**src/rtl/aes_pkg.sv**
```systemverilog
// Shared constants for the AES round controller: block width, key_size codes,
// round counts and FSM state encoding.
package aes_pkg;

    localparam int unsigned BlockW = 128;

    // key_size encodings
    localparam logic [1:0] KeySize128  = 2'b00;
    localparam logic [1:0] KeySize192  = 2'b01;
    localparam logic [1:0] KeySize256  = 2'b10;
    localparam logic [1:0] KeySizeRsvd = 2'b11;

    // Number of rounds (Nr) per key size
    localparam logic [3:0] Nr128 = 4'd10;
    localparam logic [3:0] Nr192 = 4'd12;
    localparam logic [3:0] Nr256 = 4'd14;

    // FSM state encoding
    localparam logic [1:0] StIdle   = 2'd0;
    localparam logic [1:0] StAddKey = 2'd1;
    localparam logic [1:0] StRound  = 2'd2;
    localparam logic [1:0] StDone   = 2'd3;

    // Round count for a (non-reserved) key_size code
    function automatic logic [3:0] nr_of(input logic [1:0] key_size);
        logic [3:0] nr;
        case (key_size)
            KeySize192: nr = Nr192;
            KeySize256: nr = Nr256;
            default:    nr = Nr128;
        endcase
        return nr;
    endfunction

endpackage

```
**src/rtl/aes_round_ctrl.sv**
```systemverilog
// AES encryption round sequencer. Drives an external combinational round
// datapath and key schedule: one initial AddRoundKey, then Nr rounds, then a
// one-cycle done pulse. Optional feature macro AES_ROUND_CTRL_ABORT_EN adds an
// abort input that drops the block in flight.
module aes_round_ctrl
    import aes_pkg::*;
(
    input  logic              sclk,
    input  logic              rst,
    input  logic              start,
    input  logic [1:0]        key_size,
    input  logic [0:BlockW-1] msg,
`ifdef AES_ROUND_CTRL_ABORT_EN
    input  logic              abort,
`endif
    output logic [3:0]        rk_idx,
    input  logic [0:BlockW-1] rk,
    output logic [0:BlockW-1] rnd_in,
    output logic              rnd_last,
    input  logic [0:BlockW-1] rnd_out,
    output logic              busy,
    output logic              done,
    output logic [0:BlockW-1] result,
    output logic              err
);

    logic [1:0]        fsm_q, fsm_d;
    logic [0:BlockW-1] blk_q, blk_d;
    logic [0:BlockW-1] result_q, result_d;
    logic [3:0]        nr_q, nr_d;
    logic [3:0]        rk_idx_q, rk_idx_d;
    logic              err_q, err_d;
    logic              abort_req;

`ifdef AES_ROUND_CTRL_ABORT_EN
    assign abort_req = abort;
`else
    assign abort_req = 1'b0;
`endif

    // Next-state: sequencing of the block state, round index and result
    always_comb begin
        fsm_d    = fsm_q;
        blk_d    = blk_q;
        result_d = result_q;
        nr_d     = nr_q;
        rk_idx_d = rk_idx_q;
        err_d    = 1'b0;
        unique case (fsm_q)
            StIdle: begin
                if (start) begin
                    if (key_size == KeySizeRsvd) begin
                        err_d = 1'b1;
                    end else begin
                        blk_d    = msg;
                        nr_d     = nr_of(key_size);
                        rk_idx_d = 4'd0;
                        fsm_d    = StAddKey;
                    end
                end
            end
            StAddKey: begin
                if (abort_req) begin
                    fsm_d = StIdle;
                end else begin
                    blk_d    = blk_q ^ rk;
                    rk_idx_d = 4'd1;
                    fsm_d    = StRound;
                end
            end
            StRound: begin
                if (abort_req) begin
                    fsm_d = StIdle;
                end else begin
                    blk_d = rnd_out;
                    if (rk_idx_q < nr_q) begin
                        rk_idx_d = rk_idx_q + 4'd1;
                    end else begin
                        result_d = rnd_out;
                        fsm_d    = StDone;
                    end
                end
            end
            StDone: begin
                rk_idx_d = 4'd0;
                fsm_d    = StIdle;
            end
            default: fsm_d = StIdle;
        endcase
    end

    // State registers with asynchronous active-high reset
    always_ff @(posedge sclk or posedge rst) begin
        if (rst) begin
            fsm_q    <= StIdle;
            blk_q    <= '0;
            result_q <= '0;
            nr_q     <= Nr128;
            rk_idx_q <= 4'd0;
            err_q    <= 1'b0;
        end else begin
            fsm_q    <= fsm_d;
            blk_q    <= blk_d;
            result_q <= result_d;
            nr_q     <= nr_d;
            rk_idx_q <= rk_idx_d;
            err_q    <= err_d;
        end
    end

    // Outputs decoded from state
    always_comb begin
        busy     = (fsm_q == StAddKey) || (fsm_q == StRound);
        done     = (fsm_q == StDone);
        rnd_last = (fsm_q == StRound) && (rk_idx_q == nr_q);
        rnd_in   = blk_q;
        rk_idx   = rk_idx_q;
        result   = result_q;
        err      = err_q;
    end

endmodule

```
**config.mk**
```make
export PLATFORM = sky130hd
export DESIGN_NAME = aes_round_ctrl
export DESIGN_NICKNAME = d
export VERILOG_FILES = /design/src/rtl/aes_pkg.sv /design/src/rtl/aes_round_ctrl.sv
export SDC_FILE = /design/constraint.sdc
export NUM_CORES = 1
export LEC_CHECK = 0
export BUFFER_PORTS_ARGS = -buffer_cell sky130_fd_sc_hd__buf_2
export CAP_MARGIN = 20
export CELL_PAD_IN_SITES_DETAIL_PLACEMENT = 1
export CELL_PAD_IN_SITES_GLOBAL_PLACEMENT = 1
export CORE_AREA = 2 2 253 255
export CTS_BUF_LIST = sky130_fd_sc_hd__clkbuf_8
export CTS_CLUSTER_DIAMETER = 30
export DETAILED_ROUTE_END_ITERATION = 7
export DIE_AREA = 0 0 255 257
export GPL_ROUTABILITY_DRIVEN = 0
export PLACE_DENSITY = 0.63
export SYNTH_ARGS = -nofsm -noshare
export SYNTH_HDL_FRONTEND = slang
export SYNTH_SLANG_ARGS = --single-unit
```
**constraint.sdc**
```tcl
create_clock -name sclk -period 11 [get_ports sclk]
set_clock_uncertainty 0.15 [all_clocks]
set_input_delay 3.3 -clock sclk [delete_from_list [all_inputs] [get_ports sclk]]
set_output_delay 3.3 -clock sclk [all_outputs]
set_load 0.01 [all_outputs]
```
==> results.txt <==
post-CTS setup buffer count - 0
Die H - 257 um
Syn Area/Cell - 9.62 um^2
Logic pwr share - 0.471
Sw Share - 0.423
FP Rows - 92
post-placement worst setup slack - 4840 ps
Num CTS Buffers - 91
Antenna Violating Nets Remaining - 0
maxcap violations - 0
RSZ-0062 raised after global routing - no
post-cts resize count - 0
minimum clock period - 5580 ps
Worst Path Arrival - 5930 ps
CP Capture Type - flop
outcome - finished, final reports clean
Die Wd - 255 um
Layout area overhead - 41.5%
Setup Viol. Count Final - 0
Internal - 3.54 mW
reg2reg start - fsm_q[0]
final worst path period share - 0.507
clk slew on worst S/H paths - 50 ps
critical path's slowest cell - buf_4
IO Port Bufs - 652
most common cell after layout, fill and taps aside - buf_2
sequential share of power - 0.254
Compound-Gate Fraction of Synth Area - 0.227
Crit path largest cell delay - 790 ps
worst hold path class - reg2reg
HP Start - nr_q[2]
largest family of logic cells by synthesized area - compound AO/OA/AOI/OAI gates
H-tree depth - 3
vias in the first global route - 15200
CP max FO - 95
Post-synth ARST share - 1.00
Clk pwr share - 0.275
Syn Nets - 1856
via count - 14100
Required @ worst endpoint - 11350 ps
Final Max Slew Viols - 0
Nets - 2503
synthesized-area fraction occupied by adder cells - 0.00803
Syn Std Cell Area - 14000 um^2
Worst Tran Pin Value - 1170 ps
Distinct cells, synth - 31
Root Buffer - clkbuf_8
Reg-to-Reg End - rnd_in[124]
Setup crit start kind - input pin
die area - 65500 um^2
most frequent cells in the layout - buf_2, dfrtp_1, a21oi_1
xor and xnor area share after synthesis - 0
# DRC - 0
CTS tree - yes
Cells after Synth - 1458
Avg WL per Cell - 20.1 um
clock tree buffer depth - 3
CTS Sinks - 265
pwr dens - 309 nW/um^2
Final Hold Viols - 0
sw power - 2.59 mW
sequential-to-total area share from yosys stat - 0.473
Worst Path Class, Setup - in2reg
I/O pin total - 653
LEAKAGE - 9.87 nW
register bit total from synthesis - 265
via density per instance - 4.64
Slew HR - 0.220
first-pass GRT wire length - 91500 um
final core occ - 0.316
CP Capture Point - rnd_in[121]
R2R Setup Slk - 7470 ps
Initial Util - 0.224
Setup TNS - 0 ps
most frequent CP cell - buf_4
worst vdd ir - 0.205 mV
hold_ws - 332 ps
Top FF cell, synth - dfrtp_1
post-DP HPWL - 43100 um
multiplexer share of the synthesized area - 0.126
number of synthesized flops with an enable pin - 0
crit path from - key_size[0]
Setup WS post-layout - 5420 ps
initial antenna violation count - 23
Synth Warn # - 0
cts hold-fix bufs - 0
layout cells sized above 1 - 0.436
cells along the critical path - buf_2 -> ha_1 -> inv_1 -> a21boi_4 -> nor2_4 -> buf_4 -> buf_4 -> o21ai_0 -> a22o_1
pin count of the biggest net entering global routing - 146
WL final - 61300 um
Worst R2R Path Depth - 7
GRT Total Usage - 0.180
latest clock arrival within the worst-skew pair - 630 ps
core area - 62700 um^2
Max Clk Rate - 0.179 GHz
Initial DRT Pass Iterations - 5
simple-gate area share of the yosys netlist - 0.110
GRT overflow - 0
drt initial violations - 589
-- synth_stat cells, drive strengths merged (3+ instances only) --
library cell	instances	share of area
nor2	258	0.070
inv	9	0.0024
and3	3	0.0013
a22o	128	0.080
clkbuf	43	0.012
buf	71	0.042
ha	9	0.0080
a21oi	261	0.093
mux2	128	0.13
dfrtp	264	0.47
o21ai	135	0.048
nand2	133	0.036
-- final cells by class --
class,instances,area (um^2)
diodes,22,55.1
clock buffers,118,1620
clock inverters,47,377
fillers,7553,42900
inverters,9,41.3
multi-input cells,1070,6660
flip-flops and latches,265,6630
well taps,846,1060
repair buffers,668,3400
-- cells by family after synthesis --
kind of cell	count (synthesis)
flops	265
simple gates	401
compound gates	532
mux	128
buf+inv	123
fa+ha+maj	9
-- worst max-delay path: cells and delay by family --
family                   cells  cell delay [ps]
buffers and inverters        4             1610
AO/OA/AOI/OAI                3              570
adder cells (fa/ha/maj)      1              230
AND/OR/NAND/NOR              1               80
-- worst min path at each step --
stage / to / slack, ps / cells past startpoint
floorplan: nr_q[2] / 300 / 2
global placement: nr_q[2] / 320 / 2
detailed placement: nr_q[2] / 330 / 2
CTS: nr_q[2] / 340 / 2
global route: result[76] / 360 / 1
finish: nr_q[2] / 330 / 2
-- routing by layer --
layer	global-route usage	vias to the layer above	share of wire
met5	0	-	0.00041
met4	0.0729	4	0.028
met3	0.0477	119	0.067
met2	0.312	510	0.50
met1	0.207	7004	0.40
li1	-	6491	-
-- registers in the layout, summed over array words and instances (netlist names) --
signal	flops
fsm_q	2
nr_q	2
rnd_in	128
rk_idx	4
result	128
err	1
-- power groups by stage --
stage          combinational, mW  clock [mW]  sequential [mW]
2_1_floorplan               1.94           0             1.65
3_3_place_gp                2.83           0             1.55
3_5_place_dp                2.93           0             1.56
4_1_cts                     2.93        1.74             1.55
5_1_grt                     3.20        1.81             1.60
6_report                    2.89        1.69             1.56
-- metrics by stage --
step | power, mW | instance area [um^2] | std cells
6_report | 6.14 | 19800 | 3045
5_1_grt | 6.60 | 19800 | 3044
4_1_cts | 6.22 | 19800 | 3023
3_5_place_dp | 4.49 | 17800 | 2858
3_3_place_gp | 4.38 | 17800 | 2858
2_1_floorplan | 3.59 | 14000 | 1458
Note: power is estimated with default switching activity, not from simulation.
